===== src/rtl/mem_access_sequencer_pkg.sv =====
// Shared state codes and default parameters for the M1->M2 data-memory sequencer.
// The optional access timeout is enabled by defining MEM_TIMEOUT_EN.
package mem_access_sequencer_pkg;

    typedef enum logic [1:0] {
        ST_IDLE   = 2'd0,
        ST_ACCESS = 2'd1,
        ST_DONE   = 2'd2
    } state_t;

    localparam int DEF_TIMEOUT_CYC = 16;
    localparam int DEF_CNT_W       = 5;

endpackage


===== src/rtl/mem_access_sequencer_if.sv =====
// Bundles the M1 request side, the data-memory req/ready bus and the pipeline-buffer controls.
// Handshake: dmem_req stays high with stable we/addr/wdata until a cycle where dmem_ready=1; rdata is valid in that cycle.
interface mem_access_sequencer_if #(
    parameter int AW = 32,
    parameter int DW = 32
);
    logic          mem_req_m1;
    logic          mem_we_m1;
    logic [AW-1:0] addr_m1;
    logic [DW-1:0] wdata_m1;
    logic          flush;

    logic          dmem_req;
    logic          dmem_we;
    logic [AW-1:0] dmem_addr;
    logic [DW-1:0] dmem_wdata;
    logic          dmem_ready;
    logic [DW-1:0] dmem_rdata;

    logic          stall;
    logic          buf_en;
    logic          buf_bubble;
    logic [DW-1:0] rdata_m2;
    logic          err;
    logic [1:0]    state;

    modport master (
        input  mem_req_m1, mem_we_m1, addr_m1, wdata_m1, flush,
        input  dmem_ready, dmem_rdata,
        output dmem_req, dmem_we, dmem_addr, dmem_wdata,
        output stall, buf_en, buf_bubble, rdata_m2, err, state
    );

    modport slave (
        output mem_req_m1, mem_we_m1, addr_m1, wdata_m1, flush,
        output dmem_ready, dmem_rdata,
        input  dmem_req, dmem_we, dmem_addr, dmem_wdata,
        input  stall, buf_en, buf_bubble, rdata_m2, err, state
    );

endinterface


===== src/rtl/mem_access_sequencer_timer.sv =====
// Wait-cycle counter for an outstanding data-memory access; hit flags the last allowed cycle.
module mem_wait_timer #(
    parameter int TIMEOUT_CYC = 16,
    parameter int CNT_W       = 5
) (
    input  logic CLK,
    input  logic RSTN,
    input  logic clr,
    input  logic inc,
    output logic hit
);

    logic [CNT_W-1:0] count;

    always_ff @(posedge CLK) begin
        if (!RSTN || clr) begin
            count <= '0;
        end else if (inc) begin
            count <= count + 1'b1;
        end
    end

    assign hit = (count == CNT_W'(TIMEOUT_CYC - 1));

endmodule


===== src/rtl/mem_access_sequencer.sv =====
// Sequences M1 loads/stores onto the data-memory bus, stalls the pipeline while waiting and
// drives the M1->M2 buffer enable/bubble. Define MEM_TIMEOUT_EN to abort accesses after TIMEOUT_CYC cycles.
module mem_access_sequencer
    import mem_access_sequencer_pkg::*;
#(
    parameter int TIMEOUT_CYC = DEF_TIMEOUT_CYC,
    parameter int CNT_W       = DEF_CNT_W
) (
    input logic                   CLK,
    input logic                   RSTN,
    mem_access_sequencer_if.master bus
);

    state_t state;
    logic   kill;
    logic   hit;
    logic   accept;

    assign accept = bus.mem_req_m1 && !bus.flush;

    mem_wait_timer #(
        .TIMEOUT_CYC(TIMEOUT_CYC),
        .CNT_W      (CNT_W)
    ) u_timer (
        .CLK (CLK),
        .RSTN(RSTN),
        .clr (state == ST_DONE),
        .inc (state == ST_ACCESS),
        .hit (hit)
    );

`ifdef MEM_TIMEOUT_EN
    logic err_q;
    assign bus.err = err_q;
`else
    logic timer_hit_unused;
    assign timer_hit_unused = hit;
    assign bus.err = 1'b0;
`endif

    always_ff @(posedge CLK) begin
        if (!RSTN) begin
            state          <= ST_IDLE;
            kill           <= 1'b0;
            bus.dmem_req   <= 1'b0;
            bus.dmem_we    <= 1'b0;
            bus.dmem_addr  <= '0;
            bus.dmem_wdata <= '0;
            bus.rdata_m2   <= '0;
`ifdef MEM_TIMEOUT_EN
            err_q          <= 1'b0;
`endif
        end else begin
            case (state)
                ST_IDLE: begin
                    if (accept) begin
                        bus.dmem_req   <= 1'b1;
                        bus.dmem_we    <= bus.mem_we_m1;
                        bus.dmem_addr  <= bus.addr_m1;
                        bus.dmem_wdata <= bus.wdata_m1;
                        state          <= ST_ACCESS;
                    end
                end
                ST_ACCESS: begin
                    // A flushed access is still finished; it simply retires as a bubble.
                    if (bus.dmem_ready) begin
                        bus.dmem_req <= 1'b0;
                        if (!bus.dmem_we) begin
                            bus.rdata_m2 <= bus.dmem_rdata;
                        end
                        if (bus.flush) begin
                            kill <= 1'b1;
                        end
                        state <= ST_DONE;
                    end
`ifdef MEM_TIMEOUT_EN
                    else if (hit) begin
                        bus.dmem_req <= 1'b0;
                        err_q        <= 1'b1;
                        kill         <= 1'b1;
                        state        <= ST_DONE;
                    end
`endif
                    else if (bus.flush) begin
                        kill <= 1'b1;
                    end
                end
                ST_DONE: begin
                    kill  <= 1'b0;
                    state <= ST_IDLE;
                end
                default: begin
                    state <= ST_IDLE;
                end
            endcase
        end
    end

    // IDLE decode is combinational so ALU ops pass with no added latency.
    always_comb begin
        bus.stall      = 1'b0;
        bus.buf_en     = 1'b0;
        bus.buf_bubble = 1'b0;
        case (state)
            ST_IDLE: begin
                bus.stall      = accept;
                bus.buf_en     = !accept;
                bus.buf_bubble = bus.flush;
            end
            ST_ACCESS: begin
                bus.stall = 1'b1;
            end
            ST_DONE: begin
                bus.buf_en     = 1'b1;
                bus.buf_bubble = kill;
            end
            default: begin
                bus.stall = 1'b0;
            end
        endcase
    end

    assign bus.state = state;

endmodule

===== src/flat_wrapper.sv =====
// flat-port wrapper written by rule: the top's interface ports become plain ports
module mem_access_sequencer_flat import mem_access_sequencer_pkg::*;
#(
    parameter int TIMEOUT_CYC = DEF_TIMEOUT_CYC,
    parameter int CNT_W       = DEF_CNT_W
)
  (CLK, RSTN, bus_mem_req_m1, bus_mem_we_m1, bus_addr_m1, bus_wdata_m1, bus_flush, bus_dmem_ready, bus_dmem_rdata, bus_dmem_req, bus_dmem_we, bus_dmem_addr, bus_dmem_wdata, bus_stall, bus_buf_en, bus_buf_bubble, bus_rdata_m2, bus_err, bus_state);
  mem_access_sequencer_if bus_i ();
  input logic CLK;
  input logic RSTN;
  input wire logic [$bits(bus_i.mem_req_m1)-1:0] bus_mem_req_m1;
  input wire logic [$bits(bus_i.mem_we_m1)-1:0] bus_mem_we_m1;
  input wire logic [$bits(bus_i.addr_m1)-1:0] bus_addr_m1;
  input wire logic [$bits(bus_i.wdata_m1)-1:0] bus_wdata_m1;
  input wire logic [$bits(bus_i.flush)-1:0] bus_flush;
  input wire logic [$bits(bus_i.dmem_ready)-1:0] bus_dmem_ready;
  input wire logic [$bits(bus_i.dmem_rdata)-1:0] bus_dmem_rdata;
  output wire logic [$bits(bus_i.dmem_req)-1:0] bus_dmem_req;
  output wire logic [$bits(bus_i.dmem_we)-1:0] bus_dmem_we;
  output wire logic [$bits(bus_i.dmem_addr)-1:0] bus_dmem_addr;
  output wire logic [$bits(bus_i.dmem_wdata)-1:0] bus_dmem_wdata;
  output wire logic [$bits(bus_i.stall)-1:0] bus_stall;
  output wire logic [$bits(bus_i.buf_en)-1:0] bus_buf_en;
  output wire logic [$bits(bus_i.buf_bubble)-1:0] bus_buf_bubble;
  output wire logic [$bits(bus_i.rdata_m2)-1:0] bus_rdata_m2;
  output wire logic [$bits(bus_i.err)-1:0] bus_err;
  output wire logic [$bits(bus_i.state)-1:0] bus_state;
  assign bus_i.mem_req_m1 = bus_mem_req_m1;
  assign bus_i.mem_we_m1 = bus_mem_we_m1;
  assign bus_i.addr_m1 = bus_addr_m1;
  assign bus_i.wdata_m1 = bus_wdata_m1;
  assign bus_i.flush = bus_flush;
  assign bus_i.dmem_ready = bus_dmem_ready;
  assign bus_i.dmem_rdata = bus_dmem_rdata;
  assign bus_dmem_req = bus_i.dmem_req;
  assign bus_dmem_we = bus_i.dmem_we;
  assign bus_dmem_addr = bus_i.dmem_addr;
  assign bus_dmem_wdata = bus_i.dmem_wdata;
  assign bus_stall = bus_i.stall;
  assign bus_buf_en = bus_i.buf_en;
  assign bus_buf_bubble = bus_i.buf_bubble;
  assign bus_rdata_m2 = bus_i.rdata_m2;
  assign bus_err = bus_i.err;
  assign bus_state = bus_i.state;
  mem_access_sequencer #(.TIMEOUT_CYC(TIMEOUT_CYC), .CNT_W(CNT_W)) u_core (.CLK(CLK), .RSTN(RSTN), .bus(bus_i));
endmodule

===== config.mk =====
export PLATFORM = sky130hd
export DESIGN_NAME = mem_access_sequencer_flat
export DESIGN_NICKNAME = d
export VERILOG_FILES = /design/src/rtl/mem_access_sequencer_pkg.sv /design/src/rtl/mem_access_sequencer_if.sv /design/src/rtl/mem_access_sequencer_timer.sv /design/src/rtl/mem_access_sequencer.sv /design/src/flat_wrapper.sv
export SDC_FILE = /design/constraint.sdc
export NUM_CORES = 1
export LEC_CHECK = 0
export ABC_AREA = 1
export BUFFER_PORTS_ARGS = -buffer_cell sky130_fd_sc_hd__buf_2
export CAP_MARGIN = 0
export CORE_MARGIN = 4
export CORE_UTILIZATION = 30
export CTS_CLUSTER_DIAMETER = 150
export DETAILED_ROUTE_END_ITERATION = 8
export PLACE_DENSITY = 0.57
export RECOVER_POWER = 50
export SETUP_SLACK_MARGIN = 0.3
export SLEW_MARGIN = 20
export SYNTH_ARGS = -nofsm -noshare
export SYNTH_HDL_FRONTEND = slang
export SYNTH_HIERARCHICAL = 1
export SYNTH_SLANG_ARGS = --single-unit

===== constraint.sdc =====
create_clock -name CLK -period 1.4 [get_ports CLK]
set_input_delay 0.14 -clock CLK [delete_from_list [all_inputs] [get_ports CLK]]
set_output_delay 0.14 -clock CLK [all_outputs]
set_load 0.005 [all_outputs]

* Word-level counts from Yosys, hierarchy flattened
Index checks and enable logic that the tools add are counted.
** Word-level totals
- Bits in registers :: 101
- Bits of input ports :: 102
- Output and inout port bits :: 104
- Word-level logic and storage cells :: 35
** Operators by class
- Equality and inequality tests :: 5
- Multiplexer cells :: 11
- Bitwise operators :: 1
- Reductions and logical operators :: 11
** Operators with widths (count)
- $pmux W1 S2 :: 5
- $reduce_and A2 Y1 :: 3
- $reduce_and A3 Y1 :: 2
- $mux W2 :: 2
- $ne A2 B2 Y1 const B :: 2
- $pmux W2 S2 :: 1
- $reduce_bool A2 Y1 :: 2
- $mux W1 :: 3
- $eq A2 B1 Y1 const B :: 1
- $eq A2 B2 Y1 const B :: 1
- $logic_not A1 Y1 :: 2
- $logic_not A2 Y1 :: 1
- $ne A2 B1 Y1 const B :: 1
- $logic_and A1 B1 Y1 :: 1
- $not A1 Y1 :: 1

* Longest topological paths before layout
Gate-level depths: netlist of run 1.
- Depth in word-level cells :: 4
- Gate-level depth with buffers :: 7
- Gate-level depth less buffers :: 5

* Least setup slack after synthesis of run 1
OpenSTA, ideal clock, no wires.
- Kind :: flip-flop to flip-flop
- From :: register u_core.state[1] (netlist: u_core/bus.state[1])
- To :: register u_core.bus.rdata_m2[10]
- Library setup time :: 0.115 ns
- Data arrival time :: 1.065 ns
- Data required time :: 1.285 ns
- Path slack :: 0.220 ns
- Stages on the path, launching flop included :: 7
- Path buffers :: 2
- Period minus slack after synthesis :: 1.180 ns
- Path through :: dfxtp_1 > buf_2 > nor2_2 > buf_4 > nand3_1 > nand2_1 > nor2_1
** On the way
- Cells in the longest elaborated chain, start to end :: 2
** Ends and longest elaborated chain
- from (decl) :: RTL line mem_access_sequencer.sv:14 : state_t state;
- from (signal assigned) :: RTL line mem_access_sequencer.sv:43 : state <= ST_IDLE;
- from (signal assigned) :: RTL line mem_access_sequencer.sv:61 : state <= ST_ACCESS;
- from (signal assigned) :: RTL line mem_access_sequencer.sv:74 : state <= ST_DONE;
- $eq A2 B1 Y1
- $reduce_and A3 Y1 (no line)
- to (signal assigned) :: RTL line mem_access_sequencer.sv:69 : bus.rdata_m2 <= bus.dmem_rdata;
- to (decl) :: RTL line mem_access_sequencer_if.sv:31 : output stall, buf_en, buf_bubble, rdata_m2, err, state
No other way between the ends.
A chain may end at the register's enable or synchronous reset.

* Final worst setup path of run 1
- From :: register u_core.state[0] (netlist: u_core/bus.state[0])
- To :: register u_core.bus.dmem_wdata[0]
** On the way
- Cells in the longest elaborated chain, start to end :: 2
** Ends and longest elaborated chain
- $logic_not A2 Y1 :: RTL line mem_access_sequencer.sv:54 : case (state)
- $reduce_and A2 Y1 (no line)
- to (signal assigned) :: RTL line mem_access_sequencer.sv:60 : bus.dmem_wdata <= bus.wdata_m1;
- to (decl) :: RTL line mem_access_sequencer_if.sv:30 : output dmem_req, dmem_we, dmem_addr, dmem_wdata,
No other way between the ends.

==> impl_results.md, run 1 <==
- HPWL after DPL: 8.69 mm
- Vias: 4938
- FP Rows: 44
- P_sw: 0.00216 W
- P_int: approximately 0.0054 W
- Starting density of the core: 30.8%
- Clock power frac: 32.0%
- Max Root-Sink Buffers: 2
- Overflow after GRT: 0
- Final setup fails: 0
- Worst setup EP type: flip-flop
- Crit path max fanout: 5
- Largest net degree at the start of global routing: 68
- Outcome: finished clean
- Synth unique cells: 16
- Antenna-violating nets left: 0
- Share of power burned in registers: 42.4%
- Area grow syn2layout: 60.4%
- Detailed Route Iter0 Violations: 240
- Overall Global Routing Usage: 16.8%
- Yosys top cell by area: dfxtp_1
- Share of layout cells above drive strength 1: between 30% and 40%
- Final min period: 1.33 ns
- Setup WS post-layout: 0.0665 ns
- Synth Instances: 667
- PwrDens: 1040 nW/um2
- First-pass GRT wire length: around 23 mm
- Die area: 17000 um2
- Slowest stage delay, CP: 0.37 ns
- Core box area: 14600 um2
- Final cycle utilization of the critical path: 95.2%
- WP data arrival: 1.57 ns
- Yosys warnings: 6
- Drt drc: 0
- Most frequent cells in the layout: buf_2, inv_1, dfxtp_1, nand2_1, nor2_1
- Synthesized Nets: 769
- Commonest non-fill, non-tap cell in the layout: buf_2
- Highest Clock Rate: approximately 0.75 GHz
- Hold WS: ~0.094 ns
- H-tree Lvls: 3
- Post-Place Worst Slack: 0.153 ns
- CTS tree: done
- Combinational power share: about a quarter
- Port bufs: 204
- Initial DRT Pass Iterations: 4
- Synthesized area: ~4500 um2
- Critical path cell sequence: nor2_4, buf_6, clkbuf_16, clkbuf_16, nand3_1, nand2_1, nor2_1
- Vias in the first global route: 4335
- Worst Skew: between 0.01 and 0.015 ns
- Total wire length: 15.9 mm
- Fin area: 7230 um2
- Total Power: 0.00752 W
- Hold Vio Cnt, Final: 0
- FF+latch count, synth: 101
- CP Launch Type: flip-flop
- # clock sinks: 101
- Wirelength per Cell: 14.8 um
- Most frequent CP cell: clkbuf_16
- Placed Area: approximately 5700 um2
- Sw Share: 28.8%
- MaxCap Viol Count: 0
- Sequential element share of the synthesized area: 44.9%
- Avg Cell Area, Syn: 6.76 um2
- Chip Width: 131 um
- Worst vdd ir: 0.535 mV
- Synth area leaders: dfxtp_1, a21oi_1, nand3_1
- Initial antenna violation count: 2
- Final slew viol count: 0
- # nets final: 988
- Kind of critical path: reg -> reg
- Root Driver: clkbuf_16
- Filler cell count: ~1500
- I/O pins: 206
- Final setup TNS: 0 ns
- Placer Congestion: 0.730
- Critical Path RT: 1.64 ns
- Average vias per placed instance: 4.59
- Critical path's top delay family: buffers and inverters
- CTS clk-pin slew, worst paths: 0.07 ns
- Clock insertion delay at the later pin of the skew report: roughly 0.35 ns
- Leakage: 3.52 nW
- Critical path's slowest cell: dfxtp_4
- Crit path buf inv count: 3
- Top cell type's share of synthesized area: 44.9%
- Inserted Clock Buffers: 9
- RSZ-0062 raised after global routing: yes
- Hold Crit Class: in -> reg
- Hold buffers post-CTS: 0
- Die Y: 131 um
[routing by layer]
metal	vias to the layer above	share of wire [%]	wire, um	track usage (%)
met4	2	2.5	400	7.50
met3	25	6.2	981	4.11
met1	2252	41	6610	20.6
met5	-	0.044	7	0
met2	144	50	7940	28.1
li1	2515	-	-	-
[kinds of logic after synthesis]
group | count (synthesis) | share of synthesized area (%)
AO/OA/AOI/OAI | 101 | 11.2
buffers and inverters | 156 | 15.2
flip-flops | 101 | 44.9
other | 1 | 0.0832
AND/OR/NAND/NOR | 308 | 28.7
[power by group through the flow]
stage	sequential [W]	combinational [W]	clock, W
after floorplan	0.00325	0.000705	0
after global placement	0.00323	0.00121	0
after detailed placement	0.00323	0.00122	0
after CTS	0.00317	0.00174	0.00249
after global routing	0.00321	0.00210	0.00261
final	0.00318	0.00193	0.00241
[worst reg2reg max path: cells and delay by family (launching register included)]
family        cells  cell delay, ns
flops             1            0.37
simple gates      4            0.40
buf+inv           3            0.46
[registers in the layout, summed over array words and instances (netlist names)]
name	cells
u_core/kill	1
u_core/bus.rdata_m2	32
u_core/bus.dmem_req	1
u_core/bus.state	2
u_core/bus.dmem_addr	32
u_core/bus.dmem_wdata	32
u_core/bus.dmem_we	1
[layout make-up]
cell class	count	area, um2	area share [%]
Tap cell	184	230	3.19
Multi-Input combinational cell	410	2220	30.7
Antenna cell	1	2.50	0.0346
Clock inverter	3	20.0	0.277
Sequential cell	101	2030	28.1
Inverter	103	389	5.38
Clock buffer	13	260	3.60
Timing Repair Buffer	261	2070	28.7
[synthesized netlist by cell type, drive strengths merged]
master and count:
nand2 107, inv 103, nor2 102, dfxtp 101, a21oi 100, nand3 99
buf 45, clkbuf 8, conb 1, o21ai 1
[final timing paths]
check | startpoint | endpoint | slack, ns | cells past startpoint
setup / recovery | u_core/bus.state[0] | u_core/bus.dmem_wdata[0] | 0.07 | 7
hold / removal | bus_flush | u_core/kill | 0.09 | 3
setup reg to reg | u_core/bus.state[0] | u_core/bus.dmem_wdata[0] | 0.07 | 7
hold reg to reg | u_core/bus.dmem_addr[9] | u_core/bus.dmem_addr[9] | 0.46 | 2
[per-stage QoR]
stage / utilization [%] / std cells
floorplan: - / 667
global placement: 38.8 / 1014
detailed placement: 38.8 / 1014
CTS: 46.4 / 1063
global route: 49.4 / 1076
finish: 49.4 / 1076
[repair_timing]
item | CTS | global route
pin swaps | 6 | 71
gates resized for setup | 72 | 71
cloned | 16 | 9
setup endpoints to repair | 103 | 101
buffers inserted | 17 | 3
(Power assumes the default switching activity.)
==> run 2: changes to the inputs <==
Settings changed: ABC_AREA 1 to not set, PLACE_DENSITY 0.57 to 0.6.
==> run 2 against run 1 <==
Against the previous run:
- area after synthesis is 17% lower
- non-clock buffer count fell by 5
- clock power grew 7%
- die area fell by 16%
==> impl_results.md, run 2 <==
- Post-Place Worst Slack: 0.0222 ns
- Synthesized area: 3720 um2
- HPWL after DPL: 7.35 mm
- Root Driver: clkbuf_16
- Leakage: around 2.7 nW
- Top cell type's share of synthesized area: 54.3%
- Initial DRT Pass Iterations: 5
- Hold Vio Cnt, Final: 0
- CP Launch Type: flip-flop
- Overflow after GRT: 0
- Max layer used: met4
- Synth Instances: 456
- Core box area: around 12000 um2
- Final slew viol count: 0
- Most frequent CP cell: buf_12
- Antenna-violating nets left: 0
- Placer Congestion: 0.739
- Avg Cell Area, Syn: 8.17 um2
- Port bufs: 204
- Fin area: 6340 um2
- Initial antenna violation count: 0
- Final setup TNS: 0 ns
- MaxCap Viol Count: 0
- Detailed Route Iter0 Violations: around 250
- Flop2flop setup slack: between 0.02 and 0.03 ns
- Largest regs: u_core/bus.dmem_addr: 32 flops, u_core/bus.dmem_wdata: 32 flops, u_core/bus.rdata_m2: 32 flops
- Ant. Diodes: 0
- Highest Clock Rate: 0.730 GHz
- Clock insertion delay at the later pin of the skew report: 0.34 ns
- Hold Crit Class: in -> reg
- RSZ-0062 raised after global routing: yes
- Vias in the first global route: 3623
- I/O pins: 206
- Final min period: 1.37 ns
- Drt drc: 0
- Worst Skew: 0.00724 ns
- FP Rows: 40
- Sequential element share of the synthesized area: 54.3%
- Largest net degree at the start of global routing: 85
- Starting density of the core: 30.9%
- Synth area leaders: dfxtp_1, nand3_1, o21ai_0
- CTS tree: done
- Overall Global Routing Usage: 15.6%
- Final cycle utilization of the critical path: 97.9%
- Average vias per placed instance: 4.82
- PwrDens: approximately 1100 nW/um2
- First-pass GRT wire length: 17.9 mm
- Total wire length: 13.5 mm
- Setup WS post-layout: between 0.02 and 0.03 ns
- # clock sinks: between 100 and 150
- FF+latch count, synth: 101
- Synth unique cells: 21
- Placed Area: 4890 um2
- Critical path cell sequence: nor4b_4, buf_4, buf_12, buf_12, clkbuf_16, o21ai_2
- Critical path's top delay family: buffers and inverters
- Slowest stage delay, CP: around 0.36 ns
- Yosys top cell by area: dfxtp_1
- Number of synthesized flops with an enable pin: 0
- Area grow syn2layout: 70.2%
- Inserted Clock Buffers: 9
- Main synth FF type: dfxtp_1
- Vias: 4110
- Die area: 14300 um2
- Routed wl met2: 6.46 mm
- Max Root-Sink Buffers: 2
- Commonest non-fill, non-tap cell in the layout: buf_2
- Most frequent cells in the layout: buf_2, nand2_1, dfxtp_1, o21ai_1, nand3_1
- Share of layout cells above drive strength 1: 44.0%
- Worst setup EP type: flip-flop
- Kind of critical path: reg -> reg
- Top-count cell post-synth: dfxtp_1
- Yosys warnings: 6
- Worst vdd ir: 0.620 mV
- Wirelength per Cell: 15.8 um
- Die Y: 119 um
- Synthesized Nets: roughly 560
- Wl on met1: 5.54 mm
- Crit path buf inv count: 4
- WP data arrival: 1.60 ns
- Chip Width: 119 um
- Final setup fails: 0
- Crit path max fanout: 4
- Critical Path RT: 1.63 ns
- H-tree Lvls: 3
- Post-synth top cells: dfxtp_1, nand2_1, nand3_1
- Total Power: about 0.0068 W
- Asr flop ratio synth: 0%
- Met3 wire len: between 1 and 1.5 mm
- Critical path's slowest cell: dfxtp_4
- Outcome: finished clean
- CTS clk-pin slew, worst paths: 0.07 ns
- # nets final: approximately 800
run 2: cell types whose count changed in the layout (fill, tap and decap cells not counted), sizes merged, moves of 6 or more:
cell and delta:
a21oi -99, nor2 -99, inv -101, buf +21, dlygate4sd3 +6, nand2 -8, clkbuf -33, o21ai +97
run 2: layout make-up:
type	count	area, um2
Inverter	2	7.51
Clock inverter	4	45.0
Timing Repair Buffer	256	1940
Sequential cell	101	2030
Multi-Input combinational cell	309	1840
Tap cell	168	210
Clock buffer	12	267
Fill cell	1112	5720
run 2: logic make-up after synthesis:
logic type | count (synthesis) | share of synthesized area, %
AND/OR/NAND/NOR | 205 | 24.9
AO/OA/AOI/OAI | 102 | 13.9
flip-flops | 101 | 54.3
buffers and inverters | 46 | 6.52
multiplexers | 1 | 0.269
other | 1 | 0.101
run 2: metal layers:
metal	up-vias	global-route usage (%)
met3	16	5.75
li1	2002	-
met2	199	25.2
met5	-	0
met1	1893	18.5
met4	0	6.66
run 2: what timing repair did:
item,in CTS,in global routing
setup endpoints to repair,102,104
cloned,7,17
resized for setup,18,169
buffers inserted,10,3
hold buffers,6,0
pin swaps,2,51
hold endpoints to repair,6,0
run 2: path summary, 6_finish.rpt:
| kind | cells after the start | endpoint | from |
|---|---|---|---|
| setup / recovery | 6 | u_core/bus.dmem_addr[22] | u_core/bus.state[0] |
| hold / removal | 3 | u_core/bus.dmem_addr[0] | bus_addr_m1[0] |
| setup reg to reg | 6 | u_core/bus.dmem_addr[22] | u_core/bus.state[0] |
| hold reg to reg | 2 | u_core/bus.dmem_wdata[16] | u_core/bus.dmem_wdata[16] |
run 2: worst reg2reg max path, cell delays in order (launching register included):
cell and delay, ns:
dfxtp_4 0.36, nor4b_4 0.29, buf_4 0.20, buf_12 0.12, buf_12 0.10, clkbuf_16 0.14, o21ai_2 0.05
run 2: where the power goes:
group	internal, W	leakage [nW]	total (W)	switching [W]
clock network	0.00152	0.158	0.00259	0.00107
registers	0.00301	0.824	0.00308	0.0000736
logic	0.000563	1.69	0.00109	0.000531
total	0.00509	2.67	0.00676	0.00167
run 2: per-stage QoR:
step                hold WS [ns]  util [%]  std cells
floorplan                  0.270         -        456
global placement           0.352      40.5        793
detailed placement         0.360      40.5        793
CTS                     0.000802      46.5        832
global route              0.0207      52.6        852
finish                    0.0215      52.6        852
==> run 3: changes to the inputs <==
Settings changed: BUFFER_PORTS_ARGS -buffer_cell sky130_fd_sc_hd__buf_2 to not set, DONT_BUFFER_PORTS set to 1, PLACE_DENSITY 0.6 to 0.46.
==> run 3 against run 2 <==
Against the previous run:
- power is 5.4% lower
- first-iteration DRC count increased by 8.3%
- clock power rose by 4%
- maximum frequency up 7.7%
- sequential power increased by 1%
- register-to-register slack improved by 0.098 ns
- die area stayed put
- cell count down 16%
- core utilization is 8.5 points lower
- largest cell class unchanged
- critical endpoint is now u_core/bus.dmem_wdata[15]
- critical path type unchanged
- the run now ends with negative hold slack left
- cell area decreased by 16%
- worst setup slack better by 0.098 ns
==> impl_results.md, run 3 (synthesized netlist as in run 2, its figures left out) <==
- Worst Skew: 0.00561 ns
- Starting density of the core: 30.9%
- Clock insertion delay at the later pin of the skew report: 0.34 ns
- WP data arrival: about 1.5 ns
- Final setup fails: 0
- Outcome: finished, violations left
- Post-Place Worst Slack: approximately 0.053 ns
- Commonest non-fill, non-tap cell in the layout: dlygate4sd3_1
- Wirelength per Cell: 15.4 um
- Port bufs: 0
- Average vias per placed instance: 4.72
- Critical path cell sequence: nor4b_4, buf_6, buf_12, clkbuf_16, o21ai_0
- H-tree Lvls: 3
- I/O pins: 206
- Root Driver: clkbuf_16
- Overall Global Routing Usage: 15.0%
- Share of layout cells above drive strength 1: 5.69%
- Leakage: about 1.9 nW
- HPWL after DPL: 6.31 mm
- Largest regs: u_core/bus.dmem_addr: 32 flops, u_core/bus.dmem_wdata: 32 flops, u_core/bus.rdata_m2: 32 flops
- Largest net degree at the start of global routing: between 150 and 200
- CTS clk-pin slew, worst paths: about 0.070 ns
- Total wire length: 11.0 mm
- Core box area: 12100 um2
- # clock sinks: approximately 100
- Drt drc: 0
- Antenna-violating nets left: 0
- Hold Vio Cnt, Final: 25
- Placer Congestion: 0.730
- Total Power: 0.00640 W
- Highest Clock Rate: approximately 0.79 GHz
- Final slew viol count: 0
- FP Rows: 40
- Initial DRT Pass Iterations: 4
- Worst setup EP type: flip-flop
- CTS tree: done
- Area grow syn2layout: 42.8%
- Die Y: approximately 120 um
- CP Launch Type: flip-flop
- Critical Path RT: 1.62 ns
- Hold WS: -0.0394 ns
- Vias: 3373
- MaxCap Viol Count: 0
- Overflow after GRT: 0
- Failing checks: negative hold slack
- Filler cell count: 1136
- Setup WS post-layout: 0.128 ns
- PwrDens: 1200 nW/um2
- Critical path's slowest cell: dfxtp_2
- Detailed Route Iter0 Violations: 274
- Final min period: 1.27 ns
- Kind of critical path: reg -> reg
- RSZ-0062 raised after global routing: yes
- Initial antenna violation count: 1
- Max Root-Sink Buffers: 2
- Chip Width: 119 um
- Vias in the first global route: 3337
- Final setup TNS: 0 ns
- Final cycle utilization of the critical path: about 91%
- Die area: 14300 um2
- Most frequent cells in the layout: dlygate4sd3_1, nand2_1, dfxtp_1, nand3_1, o21ai_0
- Crit path max fanout: 14
- Inserted Clock Buffers: 9
- Slowest stage delay, CP: ~0.34 ns
- # nets final: 642
- Hold Crit Class: in -> reg
- First-pass GRT wire length: 17.2 mm
- Worst vdd ir: roughly 0.56 mV
[run 3: worst paths after layout]
check / from / end / slack, ns / cells after the start
worst min-delay path: RSTN / u_core/bus.dmem_addr[22] / -0.04 / 2
worst max register to register: u_core/bus.state[0] / u_core/bus.dmem_wdata[15] / 0.13 / 5
worst min register to register: u_core/bus.dmem_addr[2] / u_core/bus.dmem_addr[2] / 0.48 / 2
worst max-delay path: u_core/bus.state[0] / u_core/bus.dmem_wdata[15] / 0.13 / 5
[run 3: routing by layer]
layer / vias to the layer above / routed length [um] / GRT usage (%)
li1: 1711 / - / -
met2: 156 / 5190 / 24.5
met4: 0 / 232 / 6.44
met1: 1491 / 4450 / 17.2
met5: - / 0 / 0
met3: 15 / 1130 / 6.17
[run 3: what timing repair did]
item                                    4_1_cts  5_1_grt
buffers inserted                              2        0
gates resized for setup                       7        3
endpoints found under the setup margin      101      102
pin swaps                                     2        1
gates cloned                                  1        2
endpoints found under the hold margin       101       53
hold buffers                                105        1
[run 3: where the power goes]
part / total [W] / switching, W / leakage (nW) / internal [W]
clock network: 0.00270 / 0.00103 / 0.156 / 0.00167
logic: 0.000578 / 0.000233 / 0.917 / 0.000346
registers: 0.00312 / 0.000112 / 0.824 / 0.00301
[run 3: per-stage QoR]
stage | util (%) | instances | instance area (um2)
after floorplan | - | 456 | 3750
after global routing | 44.1 | 714 | 5320
after detailed placement | 31.4 | 586 | 3790
final | 44.1 | 714 | 5320
after global placement | 31.4 | 586 | 3790
after CTS | 43.5 | 710 | 5250
[run 3: cell type report]
cell class,count,area [um2],area share (%)
well taps,168,210,3.95
repair buffers,117,1270,23.8
inverters,2,7.51,0.141
clock inverters,3,67.6,1.27
clock buffers,13,260,4.89
diodes,1,2.50,0.0470
flip-flops and latches,101,2030,38.1
multi-input cells,309,1480,27.8
[run 3: critical path: cells and delay by family (launching register included)]
| kind | cells | cell delay (ns) |
|---|---|---|
| compound gates | 1 | 0.09 |
| buf+inv | 3 | 0.46 |
| flops | 1 | 0.34 |
| simple gates | 1 | 0.26 |
